[config.mk]
export PLATFORM = sky130hd
export DESIGN_NAME = seq_multiplier_n_flat
export DESIGN_NICKNAME = d
export VERILOG_FILES = /design/src/rtl/seq_multiplier_n_pkg.sv /design/src/rtl/seq_multiplier_n_if.sv /design/src/rtl/seq_multiplier_n_datapath.sv /design/src/rtl/seq_multiplier_n.sv /design/src/flat_wrapper.sv
export SDC_FILE = /design/constraint.sdc
export NUM_CORES = 1
export LEC_CHECK = 0
export ABC_AREA = 1
export CAP_MARGIN = 20
export CORE_ASPECT_RATIO = 0.9
export CORE_MARGIN = 2
export CORE_UTILIZATION = 40
export CTS_BUF_LIST = sky130_fd_sc_hd__clkbuf_16
export DETAILED_ROUTE_END_ITERATION = 6
export PLACE_DENSITY = 0.59
export SLEW_MARGIN = 15
export SYNTH_ARGS = -nofsm -noshare
export SYNTH_HDL_FRONTEND = slang
export SYNTH_SLANG_ARGS = --single-unit
[constraint.sdc]
create_clock -name i_clk -period 3.4 [get_ports i_clk]
set_input_delay 1.02 -clock i_clk [delete_from_list [all_inputs] [get_ports i_clk]]
set_output_delay 1.02 -clock i_clk [all_outputs]
set_load 0.02 [all_outputs]
[src/rtl/seq_multiplier_n_pkg.sv]
// Shared types and helpers for the sequential shift-add multiplier.
package seq_multiplier_n_pkg;

    // Controller states.
    typedef enum logic [1:0] {
        ST_IDLE = 2'd0,
        ST_RUN  = 2'd1,
        ST_FIX  = 2'd2,
        ST_DONE = 2'd3
    } state_t;

    // Legal operand widths.
    localparam int N_MIN = 2;
    localparam int N_MAX = 16;

    // Bit-counter width: must be able to hold the value N itself.
    function automatic int cnt_width(input int n);
        return $clog2(n) + 1;
    endfunction

endpackage

[src/rtl/seq_multiplier_n_if.sv]
// Start/Busy/Done handshake bundle for seq_multiplier_n.
// Signal names are from the multiplier's point of view.
interface seq_multiplier_n_if #(
    parameter int N = 4
) ();
    logic             i_start;
    logic             i_signed_mode;
    logic [N-1:0]     i_a;
    logic [N-1:0]     i_b;
    logic             o_busy;
    logic             o_done;
    logic [2*N-1:0]   o_p;

    // Requester side: drives operands, observes status and product.
    modport master (
        output i_start, i_signed_mode, i_a, i_b,
        input  o_busy, o_done, o_p
    );

    // Multiplier side.
    modport slave (
        input  i_start, i_signed_mode, i_a, i_b,
        output o_busy, o_done, o_p
    );
endinterface

[src/rtl/seq_multiplier_n_datapath.sv]
// Shift-add datapath: {carry, high, low} accumulator, N+1-bit adder,
// one multiplier bit retired per step, optional negation into P.
module shift_add_datapath #(
    parameter int N = 4
) (
    input  logic             i_clk,
    input  logic             i_rst,
    input  logic             i_load,    // start of a multiply
    input  logic             i_step,    // one add/shift iteration
    input  logic             i_fix,     // write result into P
    input  logic             i_neg,     // result sign flag
    input  logic [N-1:0]     i_mcand,   // latched multiplicand magnitude
    input  logic [N-1:0]     i_mplier,  // multiplier magnitude at load
    output logic [2*N-1:0]   o_p
);

    logic [2*N-1:0] r_acc;
    logic [2*N-1:0] r_p;
    logic [N-1:0]   w_hi;
    logic [N:0]     w_addend;
    logic [N:0]     w_sum;

    assign w_hi     = r_acc[2*N-1:N];
    assign w_addend = r_acc[0] ? {1'b0, i_mcand} : '0;
    // Carry is kept so the right shift brings it into the top bit.
    assign w_sum    = {1'b0, w_hi} + w_addend;

    // Accumulator: load multiplier into low half, then add-and-shift.
    always_ff @(posedge i_clk) begin
        if (i_rst)
            r_acc <= '0;
        else if (i_load)
            r_acc <= {{N{1'b0}}, i_mplier};
        else if (i_step)
            r_acc <= {w_sum, r_acc[N-1:1]};
    end

    // Product register: only written at the fix-up step (or cleared by reset).
    always_ff @(posedge i_clk) begin
        if (i_rst)
            r_p <= '0;
        else if (i_fix)
            r_p <= i_neg ? -r_acc : r_acc;
    end

    assign o_p = r_p;

endmodule

[src/rtl/seq_multiplier_n.sv]
// Iterative N-bit multiplier, unsigned or two's-complement, with a
// Start/Busy/Done handshake. Start accepted in IDLE or DONE; result
// appears N+2 cycles after acceptance.
module seq_multiplier_n
    import seq_multiplier_n_pkg::*;
#(
    parameter int N = 4
) (
    input  logic              i_clk,
    input  logic              i_rst,
    seq_multiplier_n_if.slave bus
);

    localparam int CW = cnt_width(N);

    state_t          r_state;
    state_t          w_state_nxt;
    logic [CW-1:0]   r_cnt;
    logic [N-1:0]    r_mcand;
    logic            r_neg;
    logic            w_accept;
    logic [N-1:0]    w_a_mag;
    logic [N-1:0]    w_b_mag;
    logic            w_sign;
    logic [2*N-1:0]  w_p;

    assign w_accept = bus.i_start && (r_state == ST_IDLE || r_state == ST_DONE);

    // Magnitude of the most negative value wraps to itself, which is the
    // correct unsigned magnitude 2^(N-1) -- no extra bit needed.
    assign w_a_mag = (bus.i_signed_mode && bus.i_a[N-1]) ? -bus.i_a : bus.i_a;
    assign w_b_mag = (bus.i_signed_mode && bus.i_b[N-1]) ? -bus.i_b : bus.i_b;
    assign w_sign  = bus.i_signed_mode && (bus.i_a[N-1] ^ bus.i_b[N-1]);

    // State register.
    always_ff @(posedge i_clk) begin
        if (i_rst)
            r_state <= ST_IDLE;
        else
            r_state <= w_state_nxt;
    end

    // Next-state logic.
    always_comb begin
        w_state_nxt = r_state;
        case (r_state)
            ST_IDLE: if (bus.i_start) w_state_nxt = ST_RUN;
            ST_RUN:  if (r_cnt == CW'(1)) w_state_nxt = ST_FIX;
            ST_FIX:  w_state_nxt = ST_DONE;
            ST_DONE: w_state_nxt = bus.i_start ? ST_RUN : ST_IDLE;
            default: w_state_nxt = ST_IDLE;
        endcase
    end

    // Operand/sign latches and bit counter.
    always_ff @(posedge i_clk) begin
        if (i_rst) begin
            r_mcand <= '0;
            r_neg   <= 1'b0;
            r_cnt   <= '0;
        end else if (w_accept) begin
            r_mcand <= w_a_mag;
            r_neg   <= w_sign;
            r_cnt   <= CW'(N);
        end else if (r_state == ST_RUN) begin
            r_cnt   <= r_cnt - CW'(1);
        end
    end

    shift_add_datapath #(.N(N)) u_dp (
        .i_clk    (i_clk),
        .i_rst    (i_rst),
        .i_load   (w_accept),
        .i_step   (r_state == ST_RUN),
        .i_fix    (r_state == ST_FIX),
        .i_neg    (r_neg),
        .i_mcand  (r_mcand),
        .i_mplier (w_b_mag),
        .o_p      (w_p)
    );

    assign bus.o_busy = (r_state == ST_RUN) || (r_state == ST_FIX);
    assign bus.o_done = (r_state == ST_DONE);
    assign bus.o_p    = w_p;

endmodule

[src/flat_wrapper.sv]
// flat-port wrapper written by rule: the top's interface ports become plain ports
module seq_multiplier_n_flat import seq_multiplier_n_pkg::*;
#(
    parameter int N = 4
)
  (i_clk, i_rst, bus_i_start, bus_i_signed_mode, bus_i_a, bus_i_b, bus_o_busy, bus_o_done, bus_o_p);
  seq_multiplier_n_if #(.N(N)) bus_i ();
  input  logic i_clk;
  input  logic i_rst;
  input wire logic [$bits(bus_i.i_start)-1:0] bus_i_start;
  input wire logic [$bits(bus_i.i_signed_mode)-1:0] bus_i_signed_mode;
  input wire logic [$bits(bus_i.i_a)-1:0] bus_i_a;
  input wire logic [$bits(bus_i.i_b)-1:0] bus_i_b;
  output wire logic [$bits(bus_i.o_busy)-1:0] bus_o_busy;
  output wire logic [$bits(bus_i.o_done)-1:0] bus_o_done;
  output wire logic [$bits(bus_i.o_p)-1:0] bus_o_p;
  assign bus_i.i_start = bus_i_start;
  assign bus_i.i_signed_mode = bus_i_signed_mode;
  assign bus_i.i_a = bus_i_a;
  assign bus_i.i_b = bus_i_b;
  assign bus_o_busy = bus_i.o_busy;
  assign bus_o_done = bus_i.o_done;
  assign bus_o_p = bus_i.o_p;
  seq_multiplier_n #(.N(N)) u_core (.i_clk(i_clk), .i_rst(i_rst), .bus(bus_i));
endmodule
Word-level counts from Yosys, hierarchy flattened

Index checks and enable logic that the tools add are counted.

Bits in read-only memories: 0
Bits in registers: 26
Memories: 0
Latch bits: 0
Input bits: 12
Bits in writable memories: 0
Logic and storage cells: 42
Output and inout bits: 10

Equality and inequality tests: 6
Reduce and logical (&&, ||, !) cells: 10
Order comparisons: 0
Bitwise gates (word level): 1
Multiply operators: 0
Shift-type cells: 0
Add/sub/neg operators: 5
Mux-type cells: 12
Div/mod/pow operators: 0

Operator list:

| cell                | count |
|---|---|
| $mux 4              | 5 |
| $mux 8              | 1 |
| $neg 4->4           | 2 |
| $neg 8->8           | 1 |
| $pmux 2 s4          | 1 |
| $mux 3              | 2 |
| $add 4x4->5         | 1 |
| $eq 2x2->1 const B  | 2 |
| $logic_and 1x1->1   | 4 |
| $mux 2              | 2 |
| $eq 3x1->1 const B  | 1 |
| $sub 3x1->3 const B | 1 |
| $eq 2x1->1 const B  | 1 |
| $logic_not 2->1     | 1 |
| $logic_or 1x1->1    | 2 |
| $ne 2x1->1 const B  | 1 |
| $ne 2x2->1 const B  | 1 |
| $reduce_and 2->1    | 1 |
| $reduce_bool 2->1   | 1 |
| $reduce_or 2->1     | 1 |
| $mux 1              | 1 |
| $xor 1x1->1         | 1 |

Longest topological paths before layout

Word-level depth: 4
Mapped depth: 8
Mapped depth without buffers: 8

Cells and area by module

From an unflattened synthesis, not the netlist that was laid out.

Cell total of the unflattened synthesis: 232
Area, all modules: 1610.3 sq um

Modules (own cells, without submodules):

| module             | instances | area an instance (sq um) | cells an instance |
|---|---|---|---|
| shift_add_datapath | 1         | 917.1                    | 138 |
| seq_multiplier_n   | 1         | 693.2                    | 94 |

Worst setup path after synthesis

No wires, ideal clock.

Kind: reg-to-output
Start: register u_core.r_state[0]
End: output bus_o_busy
Path buffers: 0
Data arrival time: 955 ps
Stages on the path, launching flop included: 3
Data required time: 2380 ps
Setup slack: 1425 ps
Cell sequence: dfxtp_1 -> inv_1 -> ha_1

Word-level cells in the longest chain between the ends: 2
Elaborated cells on any way between the ends: 3

Ends and longest elaborated chain:

| what                                     | RTL line               | source |
|---|---|---|
| from (decl)                              | seq_multiplier_n.sv:16 | `state_t r_state;` |
| from (signal assigned)                   | seq_multiplier_n.sv:40 | `r_state <= w_state_nxt;` |
| $eq 2x1->1 or $eq 2x2->1 (tied branches) | seq_multiplier_n.sv:82 | `assign bus.o_busy = (r_state == ST_RUN) \|\| (r_state == ST_FIX);` |
| $logic_or 1x1->1 *                       | seq_multiplier_n.sv:82 |  |
| to (decl)                                | flat_wrapper.sv:14     | `output wire logic [$bits(bus_i.o_busy)-1:0] bus_o_busy;` |

Mark *: on every way between the ends. The rest lies on a longest branch, timed or not.

Worst setup path in the final report

Ends and elaborated chain as after synthesis.

==> impl_summary.txt <==
----------------------------------------------------
[Global route]
  Number of global-route vias before repair ... 1383
  Largest net degree at the start of global routing ... 17
  Global-route wire length before repair ... 6.14 mm
  Total routing usage reported by global routing ... 16.6%
  Global routing's busiest layer ... met2
  Met1 Resource Use GR ... 21.7%
  Met3 Use GR ... 3.31%
  Total congestion overflow after global routing ... 0
  Met2 Usage GRT ... 27.7%
  Antenna violations before repair ... 0

[Clock network]
  H-tree depth ... 1
  Number of buffers created by CTS ... 3
  Resize count post-CTS ... 0
  Count of buffers added by post-CTS timing repair for setup ... 0
  Clock slew seen by the registers of the worst setup and hold paths ... 60 ps
  Maximum root-to-sink buffer count ... 2
  Number of hold-repair buffers added at the cts stage ... 0
  Clock latency at the later pin of the worst-skew pair ... 260 ps
  Clock Tree Root ... clkbuf_16
  Number of clock sinks ... 26
  Clock tree from TritonCTS ... built

[Critical path]
  Kind of start point of the critical path ... register
  Req. time, crit path ... 2380 ps
  Endpoint kind of the worst setup timing path ... output pin
  Crit path max fanout ... 6
  Critical Path Max Stage Delay ... 640 ps
  Slowest stage cell, crit path ... clkdlybuf4s50_1
  Startpoint-to-endpoint class of the critical path ... register to output pin
  Arrival time of the worst setup path ... 1830 ps
  Cell-by-cell trace of the critical path ... inv_1 -> ha_1 -> clkdlybuf4s50_1

[Placed design]
  RD Place Congestion ... 0.752
  PortBufs ... 21
  Cell area after placement ... 0.00184 mm2
  Pre-CTS setup slack ... 823 ps
  Half-perimeter wire length after placement ... 2.56 mm
  Post-Place Cells ... 287

[STA]
  Worst Slack Setup Final ... 550 ps
  Min Tclk post-route ... 2850 ps
  Number of setup violations in the final report ... 0
  Final setup TNS ... 0 ps
  Normalized max-slew margin ... 61.9%
  Worst Skew ... 1.41 ps
  Final Hold Fails ... 0
  Unrepaired setup endpoints after global routing ... no
  Upper clock frequency limit ... 351 MHz
  Tcrit/Tclk final ... 83.8%
  Slew at the pin closest to its max-slew limit ... 570 ps
  Slew Viols, Final ... 0

[Routing]
  First-pass DRT Iterations ... 4
  Routed via count ... 1424
  Detail-routed via count per cell ... 4.89
  Final wirelength ... 3.30 mm
  DRC Markers ... 0
  Violation count after the first detailed-route iteration ... 37
  Routed wire per std cell ... 11.3 um
  Antenna Violating Nets Remaining ... 0

[Pwr]
  Total chip power ... 1.41 mW
  Net switching power of the design ... 0.584 mW
  Part of the power in combinational logic ... 47.8%
  Power density cells ... 736 mW/mm2
  Sequential share of power ... 33.8%
  Cell leakage power ... 0.887 nW
  Internal ... 0.829 mW
  Peak supply drop ... 297 uV
  Clk pwr share ... 18.4%
  Switching portion of total power ... 41.3%

[Finish]
  Post-layout instance area ... 0.00192 mm2
  Most used cells in the layout excluding fill and tap cells ... 45 x nand2_1, 30 x inv_1, 26 x dfxtp_1
  Filler Cells Inserted ... 402
  Nets ... 273
  # diodes ... 0
  Synthesis-to-finish area growth ... 20.5%
  Share of layout cells above drive strength 1 ... 7.35%
  Post-route insts no fill ... 291
  Commonest non-fill, non-tap cell in the layout ... nand2_1

[Die]
  Standard-cell row count ... 21
  Horiz. Die Dim ... 70.5 um
  Die outline height ... 63.9 um
  Boundary pin count ... 22
  Core box area ... 0.00376 mm2
  Starting Density ... 42.4%
  Area of the die ... 0.00450 mm2

[Synth]
  Number of unique standard cell types used by synthesis ... 24
  Post-synthesis sequential element count ... 26
  Synth Cell Area ... 0.00159 mm2
  Library cell occupying the most area in the post-synthesis netlist ... dfxtp_1
  Number of synthesis warnings ... 0
  Portion of synthesized cell area occupied by the leading cell type ... 32.7%
  Gate Count Post-Synth ... 224
  Area contributors post-synth ... dfxtp_1 33%, ha_1 11%, nand2_1 11%
  Sequential cell area fraction in the yosys report ... 32.7%
  Synthesized net count ... 251
  Per-instance average area after synthesis ... 7.11 um2

[Min path]
  Path class of the lowest-slack min-delay path ... register to register

[Flow run]
  Number of violations of the max-capacitance limit ... 0

[Status]
  Outcome ... complete, no violations

----------------------------------------------------
## cells in the mapped netlist, drive strengths merged
master  instances
nand3          18
a21oi          18
nand2          46
xor2            5
inv            37
fa              1
o22ai           2
ha             14
dfxtp          26
a21o            1
o21bai          1
buf             4
nor2           23
o21a            2
nand4           1
o21ai          23
o211ai          2
## power groups by stage
stage | combinational (mW) | sequential, mW | clock [mW]
floorplan | 0.463 | 0.501 | 0
global route | 0.779 | 0.493 | 0.286
finish | 0.675 | 0.478 | 0.260
CTS | 0.683 | 0.477 | 0.270
global placement | 0.683 | 0.482 | 0
detailed placement | 0.679 | 0.483 | 0
## cells by family after synthesis
| kind of cell | count (synthesis) | share of synthesized area (%) |
|---|---|---|
| buffers and inverters | 41 | 10.1 |
| XOR/XNOR | 5 | 2.75 |
| adder cells (fa/ha/maj) | 15 | 12.3 |
| AND/OR/NAND/NOR | 88 | 24.5 |
| AO/OA/AOI/OAI | 49 | 17.7 |
| flip-flops | 26 | 32.7 |
## worst max-delay path, delay by kind of cell, from the launching register on
| family | cells | cell delay (ps) |
|---|---|---|
| fa+ha+maj | 1 | 410 |
| flops | 1 | 410 |
| buf+inv | 2 | 750 |
## state kept, by name (all words and copies together), names as in the netlist
name               flops
u_core.r_state         2
u_core.u_dp.r_acc      8
u_core.r_neg           1
u_core.r_cnt           3
u_core.r_mcand         4
u_core.u_dp.o_p        8
## final cells by class
| type | instances | area, um2 | share of cell area [%] |
|---|---|---|---|
| Clock buffer | 3 | 75.1 | 3.91 |
| Clock inverter | 1 | 3.75 | 0.196 |
| Inverter | 37 | 141 | 7.37 |
| Multi-Input combinational cell | 157 | 911 | 47.5 |
| Sequential cell | 26 | 520 | 27.1 |
| Tap cell | 46 | 57.6 | 3.00 |
| Timing Repair Buffer | 21 | 210 | 11.0 |
## layer usage
metal	share of wire (%)	wire, um	vias to the layer above
met5	0	0	-
met4	1.8	59	0
met3	4.2	139	4
met2	44	1460	29
met1	50	1640	635
li1	-	-	756
## final timing paths
path	from	end	slack (ps)	cells after the start
setup / recovery	u_core.r_state[0]$_SDFFE_PP0P_	bus_o_busy	550	3
hold / removal	u_core.r_mcand[3]$_SDFFE_PP0P_	u_core.r_mcand[3]$_SDFFE_PP0P_	460	2
setup reg to reg	u_core.r_state[1]$_SDFFE_PP0P_	u_core.u_dp.r_acc[2]$_SDFFE_PP0P_	1660	6
hold reg to reg	u_core.r_mcand[3]$_SDFFE_PP0P_	u_core.r_mcand[3]$_SDFFE_PP0P_	460	2
## stage by stage
stage	hold WS (ps)	util [%]
2_1_floorplan	433	-
3_3_place_gp	444	49.0
3_5_place_dp	453	49.0
4_1_cts	464	51.1
5_1_grt	496	51.1
6_report	457	51.1
Power figures use the tool's default switching activity.
